$ cat src/rtl/line_fill_unit_if.sv
// ============================================================================
// Module      : line_fill_unit_if
// Description : Bundle of the fill-request, memory read and data-line array
//               write signals used by line_fill_unit. The master modport is
//               the fill engine's view; the slave modport is the view of the
//               surrounding cache controller, memory and array.
// Revision    : 1.0 - initial release
// ============================================================================
`default_nettype none

interface line_fill_unit_if #(
    parameter int XLEN           = 32,
    parameter int SET_SIZE       = 2,
    parameter int WORDS_PER_LINE = 8,
    parameter int ASSOC          = 1
);
    localparam int WORD_SELECT_SIZE = $clog2(WORDS_PER_LINE);
    localparam int TAG_SIZE         = XLEN - SET_SIZE - WORD_SELECT_SIZE - 2;
    localparam int WAY_SIZE         = (ASSOC > 1) ? $clog2(ASSOC) : 1;

    // Fill request from the cache controller
    logic                        fill_req;
    logic [TAG_SIZE-1:0]         fill_tag;
    logic [SET_SIZE-1:0]         fill_set;
    logic [WAY_SIZE-1:0]         fill_way;
    logic [WORD_SELECT_SIZE-1:0] fill_word;
    logic                        fill_busy;
    logic                        fill_done;

    // Read channel to the next memory level
    logic                        mem_req_valid;
    logic                        mem_req_ready;
    logic [XLEN-1:0]             mem_req_addr;
    logic                        mem_rsp_valid;
    logic [XLEN-1:0]             mem_rsp_data;

    // Data-line array write port
    logic                        dl_perform_write;
    logic [SET_SIZE-1:0]         dl_set;
    logic [WAY_SIZE-1:0]         dl_selected_way;
    logic [WORD_SELECT_SIZE-1:0] dl_word_select;
    logic [XLEN-1:0]             dl_word_to_store;

    modport master (
        input  fill_req, fill_tag, fill_set, fill_way, fill_word,
        output fill_busy, fill_done,
        output mem_req_valid, mem_req_addr,
        input  mem_req_ready, mem_rsp_valid, mem_rsp_data,
        output dl_perform_write, dl_set, dl_selected_way, dl_word_select,
        output dl_word_to_store
    );

    modport slave (
        output fill_req, fill_tag, fill_set, fill_way, fill_word,
        input  fill_busy, fill_done,
        input  mem_req_valid, mem_req_addr,
        output mem_req_ready, mem_rsp_valid, mem_rsp_data,
        input  dl_perform_write, dl_set, dl_selected_way, dl_word_select,
        input  dl_word_to_store
    );
endinterface

`default_nettype wire

$ cat src/rtl/line_fill_unit.sv
// ============================================================================
// Module      : line_fill_unit
// Description : Cache-miss line fill engine. Fetches every word of a missed
//               line from the next memory level with a single outstanding
//               read, writes each returned word into the data-line array as
//               a full-word store, and pulses fill_done on completion.
//               Optional feature macro: CRITICAL_WORD_FIRST_EN (start the
//               fill at the missing word and wrap around the line).
// Revision    : 1.0 - initial release
// ============================================================================
`default_nettype none

module line_fill_unit #(
    parameter int XLEN           = 32,
    parameter int NUM_SETS       = 4,
    parameter int SET_SIZE       = 2,
    parameter int WORDS_PER_LINE = 8,
    parameter int ASSOC          = 1
) (
    input  wire logic          clk,
    input  wire logic          reset,
    line_fill_unit_if.master   bus
);
    localparam int WORD_SELECT_SIZE = $clog2(WORDS_PER_LINE);
    localparam int TAG_SIZE         = XLEN - SET_SIZE - WORD_SELECT_SIZE - 2;
    localparam int WAY_SIZE         = (ASSOC > 1) ? $clog2(ASSOC) : 1;
    localparam int COUNT_SIZE       = WORD_SELECT_SIZE + 1;

    // Count value held while the final response of a line is being written
    localparam logic [COUNT_SIZE-1:0] c_LAST_COUNT = COUNT_SIZE'(WORDS_PER_LINE - 1);
    localparam logic [WORD_SELECT_SIZE-1:0] c_WORD_ONE = WORD_SELECT_SIZE'(1);

    // Elaboration-time sanity checks on the parameter set
    generate
        if (SET_SIZE != $clog2(NUM_SETS)) begin : g_bad_set_size
            $error("line_fill_unit: SET_SIZE must equal clog2(NUM_SETS)");
        end
        if ((WORDS_PER_LINE < 2) || ((1 << WORD_SELECT_SIZE) != WORDS_PER_LINE)) begin : g_bad_line_size
            $error("line_fill_unit: WORDS_PER_LINE must be a power of two >= 2");
        end
    endgenerate

    typedef enum logic [1:0] {
        S_IDLE = 2'd0,
        S_REQ  = 2'd1,
        S_WAIT = 2'd2,
        S_DONE = 2'd3
    } state_t;

    state_t                       r_state;

    // Latched fill request
    logic [TAG_SIZE-1:0]          r_tag;
    logic [SET_SIZE-1:0]          r_set;
    logic [WAY_SIZE-1:0]          r_way;
    logic [WORD_SELECT_SIZE-1:0]  r_word_idx;
    logic [COUNT_SIZE-1:0]        r_count;

    // Captured response, written to the array on the following edge
    logic                         r_rsp_captured;
    logic [XLEN-1:0]              r_rsp_data;
    logic [WORD_SELECT_SIZE-1:0]  r_rsp_idx;

    // Registered outputs
    logic                         r_mem_req_valid;
    logic                         r_fill_done;
    logic                         r_perform_write;
    logic [SET_SIZE-1:0]          r_dl_set;
    logic [WAY_SIZE-1:0]          r_dl_way;
    logic [WORD_SELECT_SIZE-1:0]  r_dl_word;
    logic [XLEN-1:0]              r_dl_data;

    logic [WORD_SELECT_SIZE-1:0]  w_start_word;

`ifdef CRITICAL_WORD_FIRST_EN
    // The missing word is fetched first; the rest of the line follows it
    assign w_start_word = bus.fill_word;
`else
    // Fills always run in ascending order from word 0
    assign w_start_word = '0;
    logic w_unused_fill_word;
    assign w_unused_fill_word = ^bus.fill_word;
`endif

    // Fill sequencer: request, wait/capture, write-back, completion
    always_ff @(posedge clk) begin
        if (reset) begin
            r_state         <= S_IDLE;
            r_tag           <= '0;
            r_set           <= '0;
            r_way           <= '0;
            r_word_idx      <= '0;
            r_count         <= '0;
            r_rsp_captured  <= 1'b0;
            r_rsp_data      <= '0;
            r_rsp_idx       <= '0;
            r_mem_req_valid <= 1'b0;
            r_fill_done     <= 1'b0;
            r_perform_write <= 1'b0;
            r_dl_set        <= '0;
            r_dl_way        <= '0;
            r_dl_word       <= '0;
            r_dl_data       <= '0;
        end else begin
            // Strobes are single-cycle unless re-asserted below
            r_perform_write <= 1'b0;
            r_fill_done     <= 1'b0;

            case (r_state)
                S_IDLE: begin
                    if (bus.fill_req) begin
                        r_tag           <= bus.fill_tag;
                        r_set           <= bus.fill_set;
                        r_way           <= bus.fill_way;
                        r_word_idx      <= w_start_word;
                        r_count         <= '0;
                        r_mem_req_valid <= 1'b1;
                        r_state         <= S_REQ;
                    end
                end

                S_REQ: begin
                    // Address is built from registers, so it is stable
                    // for as long as the memory stalls
                    if (bus.mem_req_ready) begin
                        r_mem_req_valid <= 1'b0;
                        r_rsp_captured  <= 1'b0;
                        r_state         <= S_WAIT;
                    end
                end

                S_WAIT: begin
                    if (!r_rsp_captured) begin
                        if (bus.mem_rsp_valid) begin
                            r_rsp_data     <= bus.mem_rsp_data;
                            r_rsp_idx      <= r_word_idx;
                            r_rsp_captured <= 1'b1;
                        end
                    end else begin
                        // Write the captured word while the next request
                        // (or the completion pulse) goes out
                        r_rsp_captured  <= 1'b0;
                        r_perform_write <= 1'b1;
                        r_dl_set        <= r_set;
                        r_dl_way        <= r_way;
                        r_dl_word       <= r_rsp_idx;
                        r_dl_data       <= r_rsp_data;
                        r_count         <= r_count + COUNT_SIZE'(1);
                        r_word_idx      <= r_word_idx + c_WORD_ONE;
                        if (r_count == c_LAST_COUNT) begin
                            r_fill_done <= 1'b1;
                            r_state     <= S_DONE;
                        end else begin
                            r_mem_req_valid <= 1'b1;
                            r_state         <= S_REQ;
                        end
                    end
                end

                S_DONE: begin
                    r_state <= S_IDLE;
                end

                default: begin
                    r_state <= S_IDLE;
                end
            endcase
        end
    end

    assign bus.fill_busy        = (r_state != S_IDLE);
    assign bus.fill_done        = r_fill_done;
    assign bus.mem_req_valid    = r_mem_req_valid;
    assign bus.mem_req_addr     = {r_tag, r_set, r_word_idx, 2'b00};
    assign bus.dl_perform_write = r_perform_write;
    assign bus.dl_set           = r_dl_set;
    assign bus.dl_selected_way  = r_dl_way;
    assign bus.dl_word_select   = r_dl_word;
    assign bus.dl_word_to_store = r_dl_data;

endmodule

`default_nettype wire

$ cat src/flat_wrapper.sv
// flat-port wrapper written by rule: the top's interface ports become plain ports
module line_fill_unit_flat 
#(
    parameter int XLEN           = 32,
    parameter int NUM_SETS       = 4,
    parameter int SET_SIZE       = 2,
    parameter int WORDS_PER_LINE = 8,
    parameter int ASSOC          = 1
)
  (clk, reset, bus_fill_req, bus_fill_tag, bus_fill_set, bus_fill_way, bus_fill_word, bus_fill_busy, bus_fill_done, bus_mem_req_valid, bus_mem_req_addr, bus_mem_req_ready, bus_mem_rsp_valid, bus_mem_rsp_data, bus_dl_perform_write, bus_dl_set, bus_dl_selected_way, bus_dl_word_select, bus_dl_word_to_store);
  line_fill_unit_if #(.XLEN(XLEN), .SET_SIZE(SET_SIZE), .WORDS_PER_LINE(WORDS_PER_LINE), .ASSOC(ASSOC)) bus_i ();
  input  wire logic clk;
  input  wire logic reset;
  input wire logic [$bits(bus_i.fill_req)-1:0] bus_fill_req;
  input wire logic [$bits(bus_i.fill_tag)-1:0] bus_fill_tag;
  input wire logic [$bits(bus_i.fill_set)-1:0] bus_fill_set;
  input wire logic [$bits(bus_i.fill_way)-1:0] bus_fill_way;
  input wire logic [$bits(bus_i.fill_word)-1:0] bus_fill_word;
  output wire logic [$bits(bus_i.fill_busy)-1:0] bus_fill_busy;
  output wire logic [$bits(bus_i.fill_done)-1:0] bus_fill_done;
  output wire logic [$bits(bus_i.mem_req_valid)-1:0] bus_mem_req_valid;
  output wire logic [$bits(bus_i.mem_req_addr)-1:0] bus_mem_req_addr;
  input wire logic [$bits(bus_i.mem_req_ready)-1:0] bus_mem_req_ready;
  input wire logic [$bits(bus_i.mem_rsp_valid)-1:0] bus_mem_rsp_valid;
  input wire logic [$bits(bus_i.mem_rsp_data)-1:0] bus_mem_rsp_data;
  output wire logic [$bits(bus_i.dl_perform_write)-1:0] bus_dl_perform_write;
  output wire logic [$bits(bus_i.dl_set)-1:0] bus_dl_set;
  output wire logic [$bits(bus_i.dl_selected_way)-1:0] bus_dl_selected_way;
  output wire logic [$bits(bus_i.dl_word_select)-1:0] bus_dl_word_select;
  output wire logic [$bits(bus_i.dl_word_to_store)-1:0] bus_dl_word_to_store;
  assign bus_i.fill_req = bus_fill_req;
  assign bus_i.fill_tag = bus_fill_tag;
  assign bus_i.fill_set = bus_fill_set;
  assign bus_i.fill_way = bus_fill_way;
  assign bus_i.fill_word = bus_fill_word;
  assign bus_fill_busy = bus_i.fill_busy;
  assign bus_fill_done = bus_i.fill_done;
  assign bus_mem_req_valid = bus_i.mem_req_valid;
  assign bus_mem_req_addr = bus_i.mem_req_addr;
  assign bus_i.mem_req_ready = bus_mem_req_ready;
  assign bus_i.mem_rsp_valid = bus_mem_rsp_valid;
  assign bus_i.mem_rsp_data = bus_mem_rsp_data;
  assign bus_dl_perform_write = bus_i.dl_perform_write;
  assign bus_dl_set = bus_i.dl_set;
  assign bus_dl_selected_way = bus_i.dl_selected_way;
  assign bus_dl_word_select = bus_i.dl_word_select;
  assign bus_dl_word_to_store = bus_i.dl_word_to_store;
  line_fill_unit #(.XLEN(XLEN), .NUM_SETS(NUM_SETS), .SET_SIZE(SET_SIZE), .WORDS_PER_LINE(WORDS_PER_LINE), .ASSOC(ASSOC)) u_core (.clk(clk), .reset(reset), .bus(bus_i));
endmodule
$ cat config.mk
export PLATFORM = sky130hd
export DESIGN_NAME = line_fill_unit_flat
export DESIGN_NICKNAME = d
export VERILOG_FILES = /design/src/rtl/line_fill_unit_if.sv /design/src/rtl/line_fill_unit.sv /design/src/flat_wrapper.sv
export SDC_FILE = /design/constraint.sdc
export NUM_CORES = 1
export LEC_CHECK = 0
export BUFFER_PORTS_ARGS = -buffer_cell sky130_fd_sc_hd__buf_2
export CAP_MARGIN = 20
export CORE_MARGIN = 2
export CORE_UTILIZATION = 50
export CTS_CLUSTER_DIAMETER = 100
export DETAILED_ROUTE_END_ITERATION = 12
export HOLD_SLACK_MARGIN = 0.05
export PLACE_DENSITY = 0.8
export SYNTH_ARGS = -nofsm -noshare
export SYNTH_HDL_FRONTEND = slang
export SYNTH_SLANG_ARGS = --single-unit
$ cat constraint.sdc
create_clock -name clk -period 3.2 [get_ports clk]
set_clock_uncertainty 0.2 [all_clocks]
set_input_delay 0.48 -clock clk [delete_from_list [all_inputs] [get_ports clk]]
set_output_delay 0.48 -clock clk [all_outputs]
set_load 0.02 [all_outputs]
Yosys cells after proc, flatten, opt, wreduce, memory -nomap -nowiden
Index checks and enable logic that the tools add are counted.
{ "word_totals": {"regBits": 114, "inputBits": 68, "out_inout_bits": 74} }
{ "op_classes": {"add_sub_neg": 2, "n_eq_ne": 8, "mux": 21, "bitwise": 2, "n_reduce_logical": 14} }
{ "op_table": {"columns": ["operator", "count"], "rows": [
  ["$reduce_and 3->1", 3],
  ["$mux 1", 8],
  ["$mux 2", 4],
  ["$mux 4", 2],
  ["$pmux 2 s4", 1],
  ["$pmux 4 s2", 1],
  ["$mux 3", 2],
  ["$ne 2x2->1 const B", 3],
  ["$pmux 3 s2", 1],
  ["$reduce_and 2->1", 3],
  ["$reduce_bool 2->1", 3],
  ["$reduce_and 5->1", 1],
  ["$add 4x1->4 const B", 1],
  ["$eq 2x2->1 const B", 2],
  ["$eq 4x3->1 const B", 1],
  ["$add 3x1->3 const B", 1],
  ["$pmux 1 s3", 1],
  ["$reduce_bool 3->1", 1],
  ["$reduce_or 3->1", 1],
  ["$eq 2x1->1 const B", 1],
  ["$logic_not 2->1", 1],
  ["$ne 2x1->1 const B", 1],
  ["$not 1->1", 2],
  ["$pmux 1 s2", 1],
  ["$reduce_or 2->1", 1]
]} }

Longest topological paths before layout
Gate-level depths: netlist of the first run.
{ "logic_depth": {"word_depth": 4, "depth_mapped": 6} }

Worst setup path after synthesis of the first run
Ideal clock, no wire load.
{ "synth_timing": {"path_kind": "input to register", "start": "in bus_fill_req", "end": "reg u_core.r_word_idx[0]", "setup_ps": 132, "arrival_time_ps": 1221, "setup_slack_ps": 1647, "stages": 5, "cell_sequence": "or3b_1 clkbuf_1 buf_2 nand3_1 a21oi_1"} }
{ "synth_between": {"elab_chain_cells": 2} }
{ "synth_rtl": {"columns": ["item", "line", "source"], "rows": [
  ["start, declared", "flat_wrapper.sv:14", "input wire logic [$bits(bus_i.fill_req)-1:0] bus_fill_req;"],
  ["$ne 2x2->1 (no line)", null, null],
  ["$reduce_and 3->1 (no line)", null, null],
  ["end signal, assigned", "line_fill_unit.sv:115", "r_word_idx <= w_start_word;"],
  ["end signal, assigned", "line_fill_unit.sv:149", "r_word_idx <= r_word_idx + c_WORD_ONE;"],
  ["end, declared", "line_fill_unit.sv:56", "logic [WORD_SELECT_SIZE-1:0] r_word_idx;"]
]} }
Every way passes these cells.
A chain may end at the register's enable or synchronous reset.

Worst setup path in the final report of the first run
{ "layout_timing": {"start": "reg u_core.r_state[1]", "end": "reg u_core.r_count[1]"} }
{ "layout_between": {"elab_chain_cells": 3, "elab_cells_between_ends": 7} }
{ "layout_rtl": {"columns": ["item", "line", "source"], "rows": [
  ["start, declared", "line_fill_unit.sv:50", "state_t r_state;"],
  ["start signal, assigned", "line_fill_unit.sv:88", "r_state <= S_IDLE;"],
  ["start signal, assigned", "line_fill_unit.sv:118", "r_state <= S_REQ;"],
  ["start signal, assigned", "line_fill_unit.sv:128", "r_state <= S_WAIT;"],
  ["$eq 2x2->1 / $logic_not 2->1 (equally long branches)", "line_fill_unit.sv:109", "case (r_state)"],
  ["$ne 2x1->1 (no line), or another cell as far along", null, null],
  ["$reduce_and 3->1 (no line)", null, null],
  ["end signal, assigned", "line_fill_unit.sv:148", "r_count <= r_count + COUNT_SIZE'(1);"],
  ["end, declared", "line_fill_unit.sv:57", "logic [COUNT_SIZE-1:0] r_count;"]
]} }
Several ways; a longest one is shown, not always the timed one.

==> results.md, run 1 <==
- Measured along the y axis, the die boundary spans 95.0 um.
- The cell area that synthesis handed to floorplanning was 0.00414 mm2.
- The cell count after synthesis came out at 515.
- The register area is 0.00228 mm2.
- The number of enable-type register cells in the synthesized netlist is 0.
- The clock latency on the worst-skew pair is 0.50 ns.
- The number of buffers inserted during clock tree synthesis is 17.
- The final antenna diode count is 0.
- In this run the worst path has a maximum fanout of 45.
- For this run, the post-layout net count is 763.
- The count of state elements after synthesis is 114.
- Setup repair after global routing left no endpoint under its margin.
- The I/O pin total is 142.
- The quantity of I/O buffers inserted on ports is 136.
- The H-tree was split into 4 levels.
- The average vias per placed instance is 5.07.
- The count of TritonRoute iterations in the first routing pass is 5.
- The critical path endpoint category is a register.
- Summing over every cut layer, the via total after detailed routing is 4115.
- The count of nets left with antenna violations after detail routing is 0.
- The master cell of the clock root buffer is clkbuf_8.
- The via count of the first global-routing pass is 3736.
- After the first detailed-routing iteration, the DRC count stood at 214.
- Global routing consumed, over all layers together, 25.1% of the routing resources.
- The filler cells instantiated in the layout total 570.
- The number of endpoints with negative hold slack in the final report is 0.
- The layout overhead on the synthesized area is 45.7%.
- In this run the static leakage power is 2.53 nW.
- The count of final setup violators is 0.
- After synthesis, the mean cell area works out to 8.04 um2.
- The area of the multi-input gates is 0.00163 mm2.
- The cell area after layout is 0.00603 mm2.
- The cell area power density is 635 mW/mm2.
- The detailed-route wire length is 11300 um.
- The share of flip-flops with an asynchronous set or reset is 0%.
- The clock passes through at most 2 buffers.
- The first global-routing pass estimated 17400 um of wire.
- The headroom to the max-slew limit is 31.5%.
- The width of the die is 95.0 um.
- The post-synthesis cell type count is 34.
- The class of the worst hold path is in -> reg.
- Cells with a size suffix above 1 make up 24.9% of the layout.
- Data arrives at the worst endpoint at 2.46 ns.
- The run finished with clean final reports.
- The clock transition time at the flip-flop clock pins of the worst setup and hold paths is 0.05 ns.
- At the pin with the least slew margin, the transition time is 1.02 ns.
- The number of rows in the core area is 33.
- The count of clock tree sinks is 114.
- The number of max-capacitance violations reported is 0.
- Dividing the detail-routed wire length by the instance count gives 13.9 um.
- The global placer's final weighted congestion is 0.799.
- The initial antenna violation count is 0.
- The number of warnings printed during yosys synthesis is 0.
- The sum of negative setup slack is 0 ns.
- The number of slew-limit violations in the final report is 0.
- VDD sags by at most 411 uV.
- The pin count of the biggest net entering global routing is 91.
- The classification of the worst setup path is reg -> reg.
- In this run, post-CTS repair resized a total of 0 instances.
- The region available for standard cell placement spans 0.00813 mm2.
- The post-route clock period utilization is 72.2%.
- In this run the cell area measured after placement is 0.00476 mm2.
- Sequential elements use 55.1% of the synthesized area.
- The required time of the worst setup path is 3.35 ns.
- The wire-length estimate of the detail-placed layout is 6060 um.
- The upper clock frequency limit is 433 MHz.
- For this run, the number of standard cells in the final layout without fillers is 811.
- The smallest clock period supported by the final layout is computed as 2.31 ns.
- The total die area is 0.00902 mm2.
- The type of origin of the critical path is a register.
- For this run the aggregate overflow at the end of global routing stands at 0.
- The starting density of the core is 50.9%.
- The number of placed instances, taps included, is 719.
- TritonCTS built the clock tree.
- After detailed routing, the number of remaining DRC violations is 0.
- In the synthesized netlist the dominant register cell turns out to be dfxtp_1.
power by group:
part / switching, mW / total, mW / internal, mW
registers: 0.0284 / 1.49 / 1.46
logic: 0.161 / 0.298 / 0.138
clock network: 0.623 / 2.05 / 1.42
total: 0.812 / 3.83 / 3.02
layout make-up:
cell class,count,share of cell area [%]
sequential,114,37.8
multi-input combinational,357,26.9
timing repair buffer,200,22.1
clock buffer,23,7.90
clock inverter,9,2.90
tap,105,2.18
inverter,3,0.187
cells in the mapped netlist, drive strengths merged, types with 2 or more instances:
cell type / count / area share, %
a21boi: 2 / 0.36
a21oi: 110 / 13
buf: 29 / 4.4
clkbuf: 13 / 1.2
dfxtp: 114 / 55
ha: 2 / 0.60
inv: 3 / 0.27
nand2: 206 / 19
nand2b: 2 / 0.30
nand3: 6 / 0.73
nand3b: 2 / 0.45
nor2: 2 / 0.18
nor3: 3 / 0.36
nor4bb: 2 / 0.48
o21ai: 4 / 0.48
metrics by stage:
step	hold slack (ns)	util, %	worst slack, ns	total power [mW]
5_1_grt	0.0601	74.2	0.705	3.95
3_3_place_gp	0.235	58.6	0.951	1.73
2_1_floorplan	0.232	-	1.65	1.66
3_5_place_dp	0.243	58.6	0.935	1.74
6_report	0.0741	74.2	0.890	3.83
4_1_cts	0.0538	73.8	0.876	3.83
worst paths after layout:
| kind | end | cells after the start | slack, ns | start |
|---|---|---|---|---|
| min reg2reg | u_core.bus.dl_word_to_store[21] | 2 | 0.24 | u_core.r_rsp_data[21] |
| max reg2reg | u_core.r_count[1] | 3 | 0.89 | u_core.r_state[1] |
| max | u_core.r_count[1] | 3 | 0.89 | u_core.r_state[1] |
| min | u_core.r_rsp_data[29] | 3 | 0.07 | bus_mem_rsp_data[29] |
cell families (layout without fill, tap and decap cells):
logic type | Yosys count | count (layout) | share of synthesized area (%)
AOI/OAI and AO/OA | 123 | 123 | 15.5
adders and majority gates | 2 | 2 | 0.604
DFF | 114 | 114 | 55.1
buffers and inverters | 45 | 235 | 5.89
and+or+nand+nor | 230 | 230 | 22.8
other | 1 | 2 | 0.0906
worst max-delay path, cell delays in order, from the launching register on:
cell	delay, ns
dfxtp_1	0.61
nand3b_2	0.86
nand3_1	0.37
a21oi_1	0.10
sequential cells by signal, summed over array words and instances, names as in the netlist:
name,flops
u_core.r_tag,25
u_core.bus.dl_perform_write,1
u_core.bus.fill_done,1
u_core.r_way,1
u_core.r_rsp_captured,1
u_core.r_count,4
u_core.r_state,2
u_core.bus.mem_req_valid,1
u_core.r_rsp_idx,3
u_core.bus.dl_selected_way,1
u_core.r_word_idx,3
u_core.bus.dl_word_to_store,32
u_core.r_rsp_data,32
u_core.bus.dl_word_select,3
u_core.bus.dl_set,2
u_core.r_set,2
placed cells by master (no fill, tap or decap), types with 2 or more instances in the layout:
cell type / instances
nand2_1: 206
buf_2: 135
dfxtp_1: 114
a21oi_1: 110
dlygate4sd3_1: 59
clkbuf_16: 16
nand3_1: 6
clkbuf_8: 5
bufinv_16: 5
buf_4: 5
o21ai_0: 4
nor3_1: 3
inv_1: 3
nor4bb_1: 2
a21boi_0: 2
nor2_1: 2
nand2b_1: 2
ha_1: 2
conb_1: 2
clkbuf_1: 2
clkinv_2: 2
clkinvlp_4: 2
timing repair:
item / CTS / global route
setup buffers: 0 / 0
hold buffers: 59 / 0
endpoints found under the hold margin: 59 / 0
layer usage:
metal	GRT usage, %	wire [um]	vias up
met5	0	0	-
met4	12.0	285	0
li1	-	-	2031
met1	29.1	4590	1910
met2	42.6	5730	143
met3	7.34	637	31
Note: power is estimated with default switching activity, not from simulation.
==> run 2, diff against run 1 <==
CORE_UTILIZATION = 49   (was 50)
PLACE_DENSITY = 0.78   (was 0.8)
clock period = 2.3 ns   (was 3.2 ns; I/O delays follow)
==> run 2 against run 1 <==
Effect of this change: highest routed layer unchanged; die area grew 2.0%; largest cell class unchanged; global-route usage shrank 0.072 points; final cell count grew 1.4%; critical endpoint is now bus_fill_busy.
==> results.md, run 2 (synthesized netlist as in run 1, its figures left out) <==
- The routed wirelength normalized by instance count is 13.6 um (was 13.9 um).
- The final antenna diode count came to 0 (unchanged).
- The required time of the worst setup path came to 1.75 ns (was 3.35 ns).
- The register area came to 0.00228 mm2 (unchanged).
- The via count of the first global-routing pass is 3922 (was 3736).
- The global placer's final weighted congestion is 0.771 (was 0.799).
- The area of placed instances was 0.00489 mm2 (was 0.00476 mm2).
- The number of max-capacitance violations reported is 0 (unchanged).
- The count of TritonRoute iterations in the first routing pass is 4 (was 5).
- The layout overhead on the synthesized area is 47.0% (was 45.7%).
- The proportion of power drawn by the clock network is 50.2% (was 53.4%).
- The power share of the sequential group is 41.3% (was 38.8%).
- Leading cell types in the layout, fill and taps excluded: 206 x nand2_1, 135 x buf_2, 114 x dfxtp_1, 110 x a21oi_1, 62 x dlygate4sd3_1 (was 206 x nand2_1, 135 x buf_2, 114 x dfxtp_1, 110 x a21oi_1, 59 x dlygate4sd3_1).
- The count of final setup violators was 0 (unchanged).
- The count of nets left with antenna violations after detail routing came to 0 (unchanged).
- The final-stage net count is 775 (was 763).
- The part of the total power dissipated in combinational logic is 8.5% (was 7.8%).
- The maximum VDD drop is 628 uV (was 411 uV).
- The detailed-route wire length is 11200 um (was 11300 um).
- The net switching power of the design is 1.12 mW (was 0.812 mW).
- The largest fanout on the critical path came to 17 (was 45).
- The number of instances in the placed design is 729 (was 719).
- The number of rows in the core area is 33 (unchanged).
- The slew at the pin closest to its max-slew limit was 0.548 ns (was 1.02 ns).
- The starting density of the core was 50.4% (was 50.9%).
- The cell leakage power is 2.57 nW (was 2.53 nW).
- The layout cell share with drive strength beyond 1 is 25.7% (was 24.9%).
- The source of the worst register-to-register timing path is u_core.r_state[0] (was u_core.r_state[1]).
- The worst setup slack for register-to-register paths is 0.35 ns (was 0.89 ns).
- The pin count of the biggest net entering global routing is 49 (was 91).
- The die boundary height is 95.9 um (was 95.0 um).
- The number of standard cells in the final layout excluding fillers is 822 (was 811).
- The core utilization of the finished layout is 74.1% (was 74.2%).
- The total die area is 0.00920 mm2 (was 0.00902 mm2).
- The clock tree from TritonCTS was built (unchanged).
- The level count of the clock H-tree is 4 (unchanged).
- The via count of the routed design is 4150 (was 4115).
- The cell area power density was 823 mW/mm2 (was 635 mW/mm2).
- The type of origin of the critical path is a register (unchanged).
- The share of total power consumed by net switching is 22.3% (was 21.2%).
- The count of clock tree sinks is 114 (unchanged).
- The area of the multi-input gates is 0.00163 mm2 (about the same).
- The number of cells upsized or downsized after cts came to 0 (unchanged).
- The headroom to the max-slew limit is 63.4% (was 31.5%).
- The number of endpoints with negative hold slack in the final report is 0 (unchanged).
- The most common library cell in the layout ignoring fill and taps is nand2_1 (unchanged).
- The clock transition time at the flip-flop clock pins of the worst setup and hold paths is 0.05 ns (about the same).
- The sum of negative setup slack was 0 ns (unchanged).
- The internal power is 3.89 mW (was 3.02 mW).
- The critical path launch point is u_core.r_state[0] (was u_core.r_state[1]).
- Result of the run: completed (unchanged).
- The number of buffers on the longest clock path is 2 (unchanged).
- The clock period could shrink to 2.07 ns.
- The power after layout was 5.01 mW (was 3.83 mW).
- The count of buffers added by post-CTS timing repair for setup came to 0 (unchanged).
- The class of the worst hold path is in -> reg (unchanged).
- The initial antenna violation count is 0 (unchanged).
- The overall routing resource usage is 25.0% (was 25.1%).
- The violation count after the first detailed-routing iteration is 227 (was 214).
- The core area came to 0.00822 mm2 (was 0.00813 mm2).
- The wire length of the first global-routing pass is 17700 um (was 17400 um).
- The endpoint of the most critical setup path is bus_fill_busy (was u_core.r_count[1]).
- The final HPWL from detailed placement is 6520 um (was 6060 um).
- The cell area after layout came to 0.00609 mm2 (was 0.00603 mm2).
- The quantity of I/O buffers inserted on ports came to 136 (unchanged).
- The destination of the worst register-to-register timing path is u_core.r_state[0] (was u_core.r_count[1]).
- The I/O pin total came to 142 (unchanged).
- The classification of the worst setup path was reg -> out (was reg -> reg).
- The filler cell count in the final layout was 589 (was 570).
- The worst path arrival time is 1.52 ns (was 2.46 ns).
- In the finished design, the share of the clock period the worst path needs comes to 89.8%.
- The master cell of the clock root buffer is clkbuf_8 (unchanged).
- The worst-case reg-to-reg path depth is 4 (was 3).
- The average vias per placed instance was 5.05 (was 5.07).
- The number of buffers inserted during clock tree synthesis is 17 (unchanged).
- Static timing analysis puts the maximum clock frequency at 484 MHz.
- The remaining global-route overflow is 0 (unchanged).
- The clock latency on the worst-skew pair was 0.50 ns (about the same).
- The critical path endpoint category is an output port (was register).
- The remaining design rule violation count is 0 (unchanged).
- RSZ-0062 raised after global routing: false (unchanged).
- The number of slew-limit violations in the final report is 0 (unchanged).
- The width of the die came to 95.9 um (was 95.0 um).
- The number of hold buffers added after CTS is 62 (was 59).
## run 2: changes by cell type in the layout (fill, tap and decap cells not counted), moves of 2 or more
cell           previous run  this run
buf_12                    0         4
buf_4                     5        11
bufinv_16                 5         3
clkbuf_8                  5         2
clkinv_2                  2         4
dlygate4sd3_1            59        62
## run 2: cell type report
| type | instances | share of cell area, % |
|---|---|---|
| multi-input combinational | 357 | 26.8 |
| clock buffer | 21 | 7.21 |
| timing repair buffer | 212 | 24.0 |
| sequential | 114 | 37.5 |
| inverter | 3 | 0.185 |
| clock inverter | 10 | 2.20 |
| tap | 105 | 2.16 |
## run 2: metrics by stage
step                      worst slack, ns  hold WS, ns
after global routing                0.132        0.105
after floorplan                     0.872        0.232
final                               0.234       0.0941
after global placement              0.489        0.235
after detailed placement            0.452        0.243
after CTS                           0.226       0.0767
## run 2: worst min path at each step
stage / start / to / slack, ns / cells past startpoint
finish: bus_fill_req / u_core.r_set[1] / 0.09 / 4
global route: bus_fill_req / u_core.r_set[1] / 0.10 / 4
CTS: bus_fill_req / u_core.r_set[1] / 0.08 / 4
detailed placement: u_core.r_rsp_idx[2] / u_core.bus.dl_word_select[2] / 0.24 / 2
global placement: u_core.r_rsp_data[1] / u_core.bus.dl_word_to_store[1] / 0.23 / 2
floorplan: u_core.r_way / u_core.bus.dl_selected_way / 0.23 / 2
## run 2: critical path, cell delays in order, from the launching register on
cell	delay [ns]
dfxtp_1	0.66
or2_2	0.20
buf_2	0.15
## run 2: power groups by stage
stage	sequential [mW]	combinational, mW	clock, mW
2_1_floorplan	2.14	0.170	0
3_3_place_gp	2.10	0.325	0
3_5_place_dp	2.11	0.332	0
4_1_cts	2.07	0.416	2.56
5_1_grt	2.08	0.463	2.64
6_report	2.07	0.424	2.52
## run 2: metal layers
| metal | vias to the layer above | GRT usage, % | share of wire [%] |
|---|---|---|---|
| met1 | 1903 | 29.7 | 41 |
| met2 | 167 | 41.7 | 50 |
| met4 | 0 | 12.4 | 2.6 |
| met5 | - | 0 | 0 |
| li1 | 2055 | - | - |
| met3 | 25 | 6.89 | 6.1 |
==> run 3, diff against run 2 <==
CORE_MARGIN = default   (was 2)
CORE_UTILIZATION = 50   (was 49)
PLACE_DENSITY = 0.8   (was 0.78)
clock period = 2.5 ns   (was 2.3 ns; I/O delays follow)
==> run 3 against run 2 <==
Effect of this change: global-route usage increased by 2.0 points; clock power down 13%; first-iteration DRC count fell by 13%; sequential cell count is the same; combinational power is 10% lower; critical endpoint is now u_core.r_rsp_data[27]; largest cell class unchanged.
==> results.md, run 3 (synthesized netlist as in run 1, its figures left out) <==
- Result of the run: completed (unchanged).
- The width of the die came to 93.0 um (was 95.9 um).
- The remaining design rule violation count was 0 (unchanged).
- The slowest cell on the critical path is and4bb_2 (was dfxtp_1).
- RSZ-0062 raised after global routing: false (unchanged).
- The level count of the clock H-tree is 4 (unchanged).
- The maximum VDD drop came to 505 uV (was 628 uV).
- The core area is 0.00785 mm2 (was 0.00822 mm2).
- The master cell of the clock root buffer is clkbuf_8 (unchanged).
- The required time of the worst setup path was 2.72 ns (was 1.75 ns).
- The detailed-route wire length came to 11200 um (about the same).
- The total die area came to 0.00865 mm2 (was 0.00920 mm2).
- The via count of the routed design is 4121 (was 4150).
- The die boundary height was 93.0 um (was 95.9 um).
- The minimum clock period is 2.13 ns.
- The via count of the first global-routing pass is 3954 (was 3922).
- The headroom to the max-slew limit is 45.1% (was 63.4%).
- The number of cells upsized or downsized after cts was 0 (unchanged).
- The slew at the pin closest to its max-slew limit is 0.823 ns (was 0.548 ns).
- The critical path endpoint category was a register (was output port).
- The number of max-capacitance violations reported was 0 (unchanged).
- The classification of the worst setup path is reg -> reg (was reg -> out).
- Cell breakdown of the critical path: and4bb_2 -> nand2_1 -> a21oi_1 (was or2_2 -> buf_2).
- The critical path's top delay family is simple AND/OR/NAND/NOR gates (was flip-flops).
- The number of instances in the placed design is 720 (was 729).
- The count of TritonRoute iterations in the first routing pass is 4 (unchanged).
- The count of clock tree sinks is 114 (unchanged).
- The wire length of the first global-routing pass is 18100 um (was 17700 um).
- The routed wirelength normalized by instance count is 13.8 um (was 13.6 um).
- The count of final setup violators is 0 (unchanged).
- The number of buffers inserted during clock tree synthesis is 17 (unchanged).
- The type of origin of the critical path is a register (unchanged).
- The number of buffers on the longest clock path was 2 (unchanged).
- The cell leakage power is 2.52 nW (was 2.57 nW).
- The worst setup slack for register-to-register paths is 0.37 ns (was 0.35 ns).
- The clock transition time at the flip-flop clock pins of the worst setup and hold paths was 0.05 ns (about the same).
- The worst path arrival time came to 2.35 ns (was 1.52 ns).
- The sum of negative setup slack is 0 ns (unchanged).
- The I/O pin total is 142 (unchanged).
- The final antenna diode count was 0 (unchanged).
- Based on the critical path, the design can be clocked at up to 470 MHz.
- The number of standard cells in the final layout excluding fillers is 812 (was 822).
- The violation count after the first detailed-routing iteration is 197 (was 227).
- The layout cell share with drive strength beyond 1 is 25.1% (was 25.7%).
- The final HPWL from detailed placement is 6390 um (was 6520 um).
- The clock tree from TritonCTS was built (unchanged).
- The number of endpoints with negative hold slack in the final report was 0 (unchanged).
- The quantity of I/O buffers inserted on ports came to 136 (unchanged).
- The most common library cell in the layout ignoring fill and taps is nand2_1 (unchanged).
- The filler cell count in the final layout was 569 (was 589).
- Leading cell types in the layout, fill and taps excluded: 206 x nand2_1, 135 x buf_2, 114 x dfxtp_1, 110 x a21oi_1, 62 x dlygate4sd3_1 (unchanged).
- The global placer's final weighted congestion is 0.734 (was 0.771).
- The initial antenna violation count is 0 (unchanged).
- The count of nets left with antenna violations after detail routing is 0 (unchanged).
- The starting density of the core was 52.8% (was 50.4%).
- The number of slew-limit violations in the final report was 0 (unchanged).
- The class of the worst hold path is in -> reg (unchanged).
- The number of buffer and inverter stages on the critical path is 0 (was 1).
- The pin count of the biggest net entering global routing is 55 (was 49).
- The overall routing resource usage is 27.0% (was 25.0%).
- Dividing the final minimum period by the clock period gives 85.2%.
- The largest fanout on the critical path is 36 (was 17).
- The clock latency on the worst-skew pair came to 0.51 ns (was 0.50 ns).
- The cell area power density came to 750 mW/mm2 (was 823 mW/mm2).
- The average vias per placed instance was 5.08 (was 5.05).
- The delay of the slowest critical-path stage is 0.87 ns (was 0.66 ns).
- The number of rows in the core area is 32 (was 33).
- The remaining global-route overflow is 0 (unchanged).
- The layout overhead on the synthesized area came to 44.5% (was 47.0%).
- The final-stage net count is 769 (was 775).
## run 3: worst paths after layout
kind                                                   start  cells past startpoint                            to
worst max register to register             u_core.r_state[1]                      3         u_core.r_rsp_data[27]
worst min-delay path                       bus_mem_req_ready                      4      u_core.bus.mem_req_valid
worst max-delay path                       u_core.r_state[1]                      3         u_core.r_rsp_data[27]
worst min register to register  u_core.bus.dl_word_select[2]                      2  u_core.bus.dl_word_select[2]
## run 3: cell type report
cell class	instances	area, um2	share of cell area (%)
sequential	114	2280	38.2
timing repair buffer	206	1390	23.2
inverter	3	11.3	0.188
clock inverter	11	114	1.90
multi-input combinational	357	1630	27.2
tap	102	128	2.13
clock buffer	19	432	7.22
## run 3: per-layer routing
metal | track usage (%) | up-vias | part of all wire, %
li1 | - | 2040 | -
met1 | 31.1 | 1928 | 40
met2 | 48.1 | 136 | 53
met3 | 6.91 | 17 | 5.2
met4 | 10.1 | 0 | 1.8
met5 | 0 | - | 0
## run 3: report_power, final
part | internal (mW) | total, mW | switching [mW]
clock | 1.42 | 2.20 | 0.785
combinational | 0.178 | 0.381 | 0.203
sequential | 1.87 | 1.90 | 0.0358
total | 3.46 | 4.49 | 1.02
## run 3: what timing repair did
action                                 CTS  global route
endpoints found under the hold margin   61             0
hold buffers                            62             0
buffers inserted                         0             0
## run 3: worst reg2reg max path, stage by stage, from the launching register on
cell	delay, ns
dfxtp_1	0.66
and4bb_2	0.87
nand2_1	0.13
a21oi_1	0.18
## run 3: through the flow
step	area (um2)	util, %	total power [mW]	worst slack [ns]	hold slack, ns
floorplan	4140	-	2.12	1.05	0.232
global placement	4810	61.4	2.23	0.519	0.235
detailed placement	4810	61.4	2.24	0.446	0.244
CTS	5980	76.2	4.51	0.407	0.0684
global route	5980	76.2	4.66	0.208	0.0787
finish	5980	76.2	4.49	0.370	0.0794
